--- config.mk ---
export PLATFORM = sky130hd
export DESIGN_NAME = history_capture_ctrl
export DESIGN_NICKNAME = d
export VERILOG_FILES = /design/src/rtl/dfr_pkg.sv /design/src/rtl/history_capture_ctrl_counter.sv /design/src/rtl/history_capture_ctrl.sv
export SDC_FILE = /design/constraint.sdc
export NUM_CORES = 1
export LEC_CHECK = 0
export BUFFER_PORTS_ARGS = -buffer_cell sky130_fd_sc_hd__buf_2
export CAP_MARGIN = 20
export CORE_UTILIZATION = 52
export CTS_BUF_LIST = sky130_fd_sc_hd__clkbuf_16
export DETAILED_ROUTE_END_ITERATION = 10
export PLACE_DENSITY = 0.95
export SYNTH_ARGS = -nofsm -noshare
export SYNTH_HDL_FRONTEND = slang
export SYNTH_HIERARCHICAL = 1
export SYNTH_SLANG_ARGS = --single-unit
--- constraint.sdc ---
create_clock -name S_AXI_ACLK -period 4.79 [get_ports S_AXI_ACLK]
set_input_delay 0.479 -clock S_AXI_ACLK [delete_from_list [all_inputs] [get_ports S_AXI_ACLK]]
set_output_delay 0.479 -clock S_AXI_ACLK [all_outputs]
set_load 0.02 [all_outputs]
--- src/rtl/dfr_pkg.sv ---
// Shared definitions for the history capture controller: state encoding and
// default address/data widths.
package dfr_pkg;

  localparam int DFR_ADDR_WIDTH = 20;
  localparam int DFR_DATA_WIDTH = 32;

  typedef enum logic [1:0] {
    ST_IDLE    = 2'd0,
    ST_CAPTURE = 2'd1,
    ST_DONE    = 2'd2
  } cap_state_t;

endpackage

--- src/rtl/history_capture_ctrl_counter.sv ---
// Wrapping up-counter with synchronous clear (rst, has priority) and count enable.
module history_capture_ctrl_counter
  import dfr_pkg::*;
#(
  parameter int WIDTH = DFR_ADDR_WIDTH
) (
  input  logic             clk,
  input  logic             rst_n,
  input  logic             rst,
  input  logic             en,
  output logic [WIDTH-1:0] count
);

  logic [WIDTH-1:0] count_reg;

  always_ff @(posedge clk or negedge rst_n) begin
    if (!rst_n) begin
      count_reg <= '0;
    end else if (rst) begin
      count_reg <= '0;
    end else if (en) begin
      count_reg <= count_reg + WIDTH'(1);
    end
  end

  assign count = count_reg;

endmodule

--- src/rtl/history_capture_ctrl.sv ---
// Captures a run of reservoir samples into history RAM and arbitrates RAM
// readback against capture writes (writes always win).
module history_capture_ctrl
  import dfr_pkg::*;
#(
  parameter int ADDR_WIDTH = DFR_ADDR_WIDTH,
  parameter int DATA_WIDTH = DFR_DATA_WIDTH
) (
  input  logic                  S_AXI_ACLK,
  input  logic                  S_AXI_ARESETN,
  input  logic                  start,
  input  logic                  abort,
  input  logic [ADDR_WIDTH-1:0] num_samples,
  input  logic                  sample_valid,
  input  logic [DATA_WIDTH-1:0] sample_data,
  input  logic                  rd_req,
  input  logic [ADDR_WIDTH-1:0] rd_addr,
  output logic                  rd_grant,
  output logic                  rd_valid,
  output logic [DATA_WIDTH-1:0] rd_data,
  output logic                  ram_wen,
  output logic [ADDR_WIDTH-1:0] ram_addr,
  output logic [DATA_WIDTH-1:0] ram_din,
  input  logic [DATA_WIDTH-1:0] ram_dout,
  output logic                  busy,
  output logic                  done,
  output logic [ADDR_WIDTH-1:0] sample_count
);

  cap_state_t            state_reg;
  cap_state_t            state_next;
  logic [ADDR_WIDTH-1:0] num_reg;
  logic [ADDR_WIDTH-1:0] wr_ptr;
  logic [ADDR_WIDTH-1:0] wr_ptr_inc;
  logic                  wr_fire;
  logic                  ptr_clr;
  logic                  load_num;
  logic                  done_next;
  logic                  rd_grant_int;

  logic                  ram_wen_reg;
  logic [ADDR_WIDTH-1:0] ram_addr_reg;
  logic [DATA_WIDTH-1:0] ram_din_reg;
  logic                  rd_pend_reg;
  logic                  rd_valid_reg;
  logic                  done_reg;

  // Write pointer doubles as the sample count: both clear on start and step per write.
  history_capture_ctrl_counter #(
    .WIDTH(ADDR_WIDTH)
  ) u_wr_ptr (
    .clk  (S_AXI_ACLK),
    .rst_n(S_AXI_ARESETN),
    .rst  (ptr_clr),
    .en   (wr_fire),
    .count(wr_ptr)
  );

  assign wr_ptr_inc = wr_ptr + ADDR_WIDTH'(1);

  always_ff @(posedge S_AXI_ACLK or negedge S_AXI_ARESETN) begin
    if (!S_AXI_ARESETN) begin
      state_reg <= ST_IDLE;
    end else begin
      state_reg <= state_next;
    end
  end

  always_comb begin
    state_next = state_reg;
    wr_fire    = 1'b0;
    ptr_clr    = 1'b0;
    load_num   = 1'b0;
    done_next  = 1'b0;
    case (state_reg)
      ST_CAPTURE: begin
        if (abort) begin
          state_next = ST_IDLE;
        end else if (sample_valid) begin
          wr_fire = 1'b1;
          if (wr_ptr_inc == num_reg) begin
            state_next = ST_DONE;
            done_next  = 1'b1;
          end
        end
      end
      ST_IDLE, ST_DONE: begin
        if (start && !abort) begin
          ptr_clr = 1'b1;
          if (num_samples != '0) begin
            load_num   = 1'b1;
            state_next = ST_CAPTURE;
          end else begin
            state_next = ST_DONE;
            done_next  = 1'b1;
          end
        end
      end
      default: state_next = ST_IDLE;
    endcase
  end

  // Gated by reset so a held request is never granted while the block is in reset.
  assign rd_grant_int = S_AXI_ARESETN && rd_req && !((state_reg == ST_CAPTURE) && sample_valid);

  always_ff @(posedge S_AXI_ACLK or negedge S_AXI_ARESETN) begin
    if (!S_AXI_ARESETN) begin
      num_reg      <= '0;
      ram_wen_reg  <= 1'b0;
      ram_addr_reg <= '0;
      ram_din_reg  <= '0;
      rd_pend_reg  <= 1'b0;
      rd_valid_reg <= 1'b0;
      done_reg     <= 1'b0;
    end else begin
      done_reg     <= done_next;
      ram_wen_reg  <= wr_fire;
      rd_pend_reg  <= rd_grant_int;
      rd_valid_reg <= rd_pend_reg;
      if (load_num) begin
        num_reg <= num_samples;
      end
      if (wr_fire) begin
        ram_addr_reg <= wr_ptr;
        ram_din_reg  <= sample_data;
      end else if (rd_grant_int) begin
        ram_addr_reg <= rd_addr;
      end
    end
  end

  assign rd_grant     = rd_grant_int;
  assign rd_valid     = rd_valid_reg;
  assign rd_data      = rd_valid_reg ? ram_dout : '0;
  assign ram_wen      = ram_wen_reg;
  assign ram_addr     = ram_addr_reg;
  assign ram_din      = ram_din_reg;
  assign busy         = (state_reg == ST_CAPTURE);
  assign done         = done_reg;
  assign sample_count = wr_ptr;

endmodule

==> results of run 1 <==
[worst max-delay path, cell delays in order]
cell and delay [ns]:
buf_4 0.46, nand2_1 0.19, a21oi_4 0.79, buf_2 0.32
[kinds of logic after synthesis]
kind of cell               after synthesis  share of synthesized area [%]
muxes                                   74                           15.4
buffers and inverters                   32                           3.41
adders and majority gates                2                          0.480
and+or+nand+nor                        170                           19.3
DFF                                     98                           47.0
AOI/OAI and AO/OA                       69                           8.85
xor gates and xnor gates                33                           5.54
[stage by stage]
stage / hold WS (ns) / cell area, um2 / power [uW]
after global placement: 0.332 / 6360 / 1770
after floorplan: 0.183 / 5220 / 1530
after CTS: 0.153 / 6660 / 2540
after global routing: 0.173 / 6660 / 2640
final: 0.131 / 6660 / 2520
after detailed placement: 0.336 / 6360 / 1800
[routing by layer]
metal / vias up / part of all wire, % / global-route usage (%)
met2: 218 / 53 / 51.4
li1: 2147 / - / -
met4: 0 / 3.7 / 15.9
met3: 32 / 5.8 / 4.10
met1: 2253 / 37 / 30.4
met5: - / 0 / 0
[power by group through the flow]
stage | clock network, uW | registers [uW] | logic, uW
after global routing | 780 | 1120 | 741
after detailed placement | 0 | 1110 | 691
after CTS | 744 | 1100 | 697
after global placement | 0 | 1100 | 672
final | 730 | 1100 | 691
after floorplan | 0 | 1240 | 283
[worst max path at each step]
stage	from	endpoint	cells past startpoint
finish	S_AXI_ARESETN	rd_grant	4
global route	S_AXI_ARESETN	rd_grant	4
CTS	S_AXI_ARESETN	rd_grant	4
detailed placement	S_AXI_ARESETN	rd_grant	4
global placement	S_AXI_ARESETN	rd_grant	4
floorplan	state_reg[0]	u_wr_ptr/count[19]	9
[layout make-up]
cell class / instances / share of cell area [%]
Inverter: 5 / 0.282
Tap cell: 133 / 2.50
Clock inverter: 7 / 1.15
Multi-Input combinational cell: 348 / 39.0
Timing Repair Buffer: 222 / 16.9
Clock buffer: 9 / 3.38
Sequential cell: 98 / 36.8
[cell usage in the layout, fill, tap and decap left out, types with 3 or more instances in the layout]
cell       netlist  layout
nor2b_1          3       3
mux2i_1         22      22
nand3_1          9       9
nor2_1          17      17
and3_1           8       7
or4_1            5       5
a21oi_1         12      11
and4_1           3       3
dfrtp_1         98      98
inv_1            5       6
nand2_1         35      35
clkbuf_16        0       9
mux2_2          52      52
nand4_1         15      15
nor4_1          10      10
or3_1            8       8
xor2_1          14      14
o21ai_0         32      31
nor3_1           7       7
buf_4            1       5
xnor2_1         19      19
buf_2            3     217
and2_1          33      33
==> results.toml, run 1 <==
[placed_design]
placedCellCount = 806
port_buffers = 218
place_ws_ns = 2.03
place_congestion = 0.900
dp_hpwl_um = 10400

[die]
die_x_um = 102
coreArea_um2 = 9730
start_util_pct = 53.6
row_count = 36
dieArea_um2 = 10400
die_h_um = 102
io_pins = 219

[logic_synthesis]
synth_cell_types = 60
yosysWarnings = 6
syn_nets = 590
netlist_top_cells_count = "dfrtp_1 (98), mux2_2 (52), nand2_1 (35)"
synthCells = 478
synth_enable_flop_cells = 0
syn_avg_cell_area_um2 = 10.9
ys_ff_latch = 98
yosysTopAreaCell = "dfrtp_1"
yosysMostFrequentCell = "dfrtp_1"
ys_top_cells_by_area = "dfrtp_1 (47%), mux2_2 (11%), mux2i_1 (4.2%)"
yosysTopAreaCellShare_pct = 47.0
ys_seq_area_share_pct = 47.0
ys.flop_type = "dfrtp_1"
async_reset_ff_share_pct = 100
synth_area_um2 = 5220

[finish]
final_cells = 822
antennaDiodeCount = 0
fillers = 764
final_util_pct = 68.5
seq_area_um2 = 2450
multi_input_area_um2 = 2600
fin_nets = 796
syn2layout_area_growth_pct = 27.7
final_layout_size_suffix_gt1_share_pct = 44.6
largest_reg_flops = 32

[sta]
slew_headroom_pct = 33.0
setup_slack_ns = 2.05
worst_pin_slew_ns = 1.00
fmax_mhz = 364
finClkSkew_ns = 0.00727
tns_ns = 0
fin_crit_sh_pct = 57.3
period_minus_slack_ns = 2.74
setup_violations = 0
maxSlewViolCount = 0
final-hold-violation-count = 0
rsz0062_at_grt = "false"

[global_routing]
track_usage_pct = 27.9
grt_pass1_wl_um = 21700
grt_max_degree = 78
first_global_vias = 4469
antenna_found_initial = 0
gr-total-overflow = 0

[worst_hold_path]
hold_path_class = "input port to asynchronous set/reset pin"

[worst_setup_path]
cp.arrival_ns = 2.27
end_kind = "primary output"
critPathMaxFanout = 45
rrSetupSlack_ns = 2.10
rr_worst_depth = 7
r2r-end = "state_reg[0]"
worst_ep_required_time_ns = 4.31
r2r_start = "u_wr_ptr/count[0]"
startpoint_type = "input port"
critPathKind = "input port to primary output"

[power]
irDropWorstVdd_mv = 0.187
power.switching_uw = 827
p_leak_uw = 0.00321
clkPwrFrac_pct = 28.9
switching_share_pct = 32.8
internal_power_uw = 1700
power_density_nw_per_um2 = 379
power_frac_seq_pct = 43.7
pwr-share-comb_pct = 27.4

[route]
via_per_inst = 5.66
drt_iter0_markers = 265
drc = 0
dr.pass1.iters = 5
route.vias.total = 4650
wl_um = 14400
wire_per_inst_um = 17.5
ant_nets = 0

[job]
max_cap_viol_count = 0

[cts]
numCtsBuffers = 9
cts_setup_buffers = 0
cts_tree = "built"
clock_path_buffers = 2
ctsHoldBuffers = 0
htreeDepth = 3
clkSinkCount = 98
root_buffer = "clkbuf_16"
clock_latency_ns = 0.35
clkTransAtPathRegs_ns = 0.06
cts_resized = 0

[status]
outcome = "complete, no violations"
(Power assumes the default switching activity.)
==> run 2: changes to the inputs <==
Settings changed: ABC_AREA set to 1, CORE_UTILIZATION 52 to 45, PLACE_DENSITY 0.95 to 0.9.
Clock period 4.79 ns to 2.3 ns, I/O delays scaled along.
==> results.toml, run 2 <==
[status]
outcome = "complete, but fails checks"
violations = "hold timing"

[route]
drc = 0
wire_per_inst_um = 14.3
wl_um = 16800
route.vias.total = 5871
dr.pass1.iters = 5
drt_iter0_markers = 337
via_per_inst = 4.98
ant_nets = 0

[cts]
cts_setup_buffers = 0
cts_resized = 0
root_buffer = "clkbuf_16"
numCtsBuffers = 9
clkSinkCount = 98
cts_tree = "built"
htreeDepth = 3
ctsHoldBuffers = 0
clock_path_buffers = 2
clock_latency_ns = 0.34
clkTransAtPathRegs_ns = 0.07

[die]
start_util_pct = 46.3
row_count = 40
coreArea_um2 = 12100
dieArea_um2 = 12900
die_h_um = 113
io_pins = 219
die_x_um = 113

[sta]
rsz0062_at_grt = "false"
worst_pin_slew_ns = 0.716
setup_slack_ns = 0.249
slew_headroom_pct = 52.2
fmax_mhz = 487
setup_violations = 0
final-hold-violation-count = 13
maxSlewViolCount = 0
whs_ns = -0.0300
finClkSkew_ns = 0.00770
tns_ns = 0
fin_crit_sh_pct = 89.2
period_minus_slack_ns = 2.05

[global_routing]
grt_max_degree = 99
grt_pass1_wl_um = 26600
track_usage_pct = 26.8
first_global_vias = 5375
gr-total-overflow = 0
antenna_found_initial = 0

[worst_setup_path]
worst_ep_required_time_ns = 2.53
startpoint_type = "register"
crit_chain = "nand2_1, nor2_2, nand2_1, o21bai_1, nand2_1, nor2_1, nand2_1, nor2_1, nand3_1, nand2_2, nand3_2, nand2_1, nand2_1"
critPathMaxFanout = 6
critPathKind = "register to register"
rrSetupSlack_ns = 0.25
slowest_delay_ns = 0.57
rr_worst_depth = 13
crit_start = "u_wr_ptr/count[10]"
cp.arrival_ns = 2.28
critical_path.slowest_cell = "dfrtp_1"
crit_top_cell = "nand2_1"
r2r-end = "state_reg[0]"
r2r_start = "u_wr_ptr/count[10]"
end_kind = "register"

[placed_design]
place_ws_ns = 0.288
port_buffers = 218
place_congestion = 1.04
placedCellCount = 1163
dp_hpwl_um = 13400

[logic_synthesis]
synth_enable_flop_cells = 0
synth_cell_types = 30
syn_nets = 884
netlist_top_cells_count = "nand2_1 (274), dfrtp_1 (98), inv_1 (94)"
yosysWarnings = 6
yosysTopAreaCellShare_pct = 43.9
ys_seq_area_share_pct = 43.9
syn_avg_cell_area_um2 = 7.23
ys_ff_latch = 98
ys_top_cells_by_area = "dfrtp_1 (44%), nand2_1 (18%), inv_1 (6.3%)"
yosysMostFrequentCell = "nand2_1"
ys.flop_type = "dfrtp_1"
synthCells = 772
synth_area_um2 = 5580
yosysTopAreaCell = "dfrtp_1"
async_reset_ff_share_pct = 100

[finish]
fin_nets = 1118
final_layout_size_suffix_gt1_share_pct = 31.1
final_common_cell = "nand2_1"
layout_common_cells = "nand2_1 (274), buf_2 (217), dfrtp_1 (98)"
largest_reg_flops = 32
antennaDiodeCount = 0
syn2layout_area_growth_pct = 31.1
final_cells = 1179

[power]
p_total_uw = 7470
irDropWorstVdd_mv = 0.504
p_leak_uw = 0.00419
power_density_nw_per_um2 = 1020

[worst_hold_path]
hold_path_class = "input port to asynchronous set/reset pin"

[job]
max_cap_viol_count = 0
-- run 2: changes by cell type in the layout (fill, tap and decap cells not counted), moves of 21 or more --
cell | previous run | this run
and2_1 | 33 | 0
buf_4 | 5 | 26
inv_1 | 6 | 94
mux2_2 | 52 | 9
mux2i_1 | 22 | 0
nand2_1 | 35 | 274
nand3_1 | 9 | 39
nor2_1 | 17 | 80
-- run 2: area by class of cell --
| class | count | area (um2) |
|---|---|---|
| clock buffer | 9 | 225 |
| sequential | 98 | 2450 |
| inverter | 100 | 375 |
| timing repair buffer | 244 | 1300 |
| multi-input combinational | 553 | 2670 |
| fill | 1153 | 4740 |
| tap | 168 | 210 |
| clock inverter | 7 | 85.1 |
-- run 2: routing by layer --
| metal | track usage [%] | part of all wire (%) |
|---|---|---|
| met5 | 0 | 0 |
| met4 | 12.6 | 4.0 |
| met3 | 5.05 | 6.9 |
| met2 | 46.1 | 48 |
| met1 | 32.7 | 41 |
-- run 2: cell families (layout without fill, tap and decap cells) --
group | after synthesis | in the layout | synth area share (%)
buf+inv | 121 | 360 | 8.27
flops | 98 | 98 | 43.9
fa+ha+maj | 2 | 2 | 0.448
simple gates | 465 | 465 | 36.6
mux | 9 | 9 | 1.82
compound gates | 58 | 58 | 5.94
xor+xnor | 19 | 19 | 2.98
-- run 2: worst max path at each step --
stage                          to  slack [ns]  depth (start not counted)
3_3_place_gp         state_reg[1]        0.27                         13
4_1_cts              state_reg[0]        0.28                         13
6_report             state_reg[0]        0.25                         13
5_1_grt              state_reg[0]        0.03                         13
3_5_place_dp         state_reg[0]        0.29                         13
2_1_floorplan  u_wr_ptr/count[15]        0.15                         12
-- run 2: stage by stage --
stage,utilization [%],cell area [um2]
2_1_floorplan,-,5580
3_3_place_gp,58.1,7010
3_5_place_dp,58.1,7010
4_1_cts,60.7,7320
5_1_grt,60.7,7320
6_report,60.7,7320
-- run 2: critical path, delay by kind of cell (launching register included) --
family | cells | cell delay (ns)
DFF | 1 | 0.57
AOI/OAI and AO/OA | 1 | 0.13
and+or+nand+nor | 12 | 1.24
-- run 2: report_power, final --
part	switching [uW]	total (uW)	leakage (uW)	internal, uW
clock network	691	1560	0.000153	865
registers	441	2810	0.00122	2370
logic	2000	3110	0.00283	1110
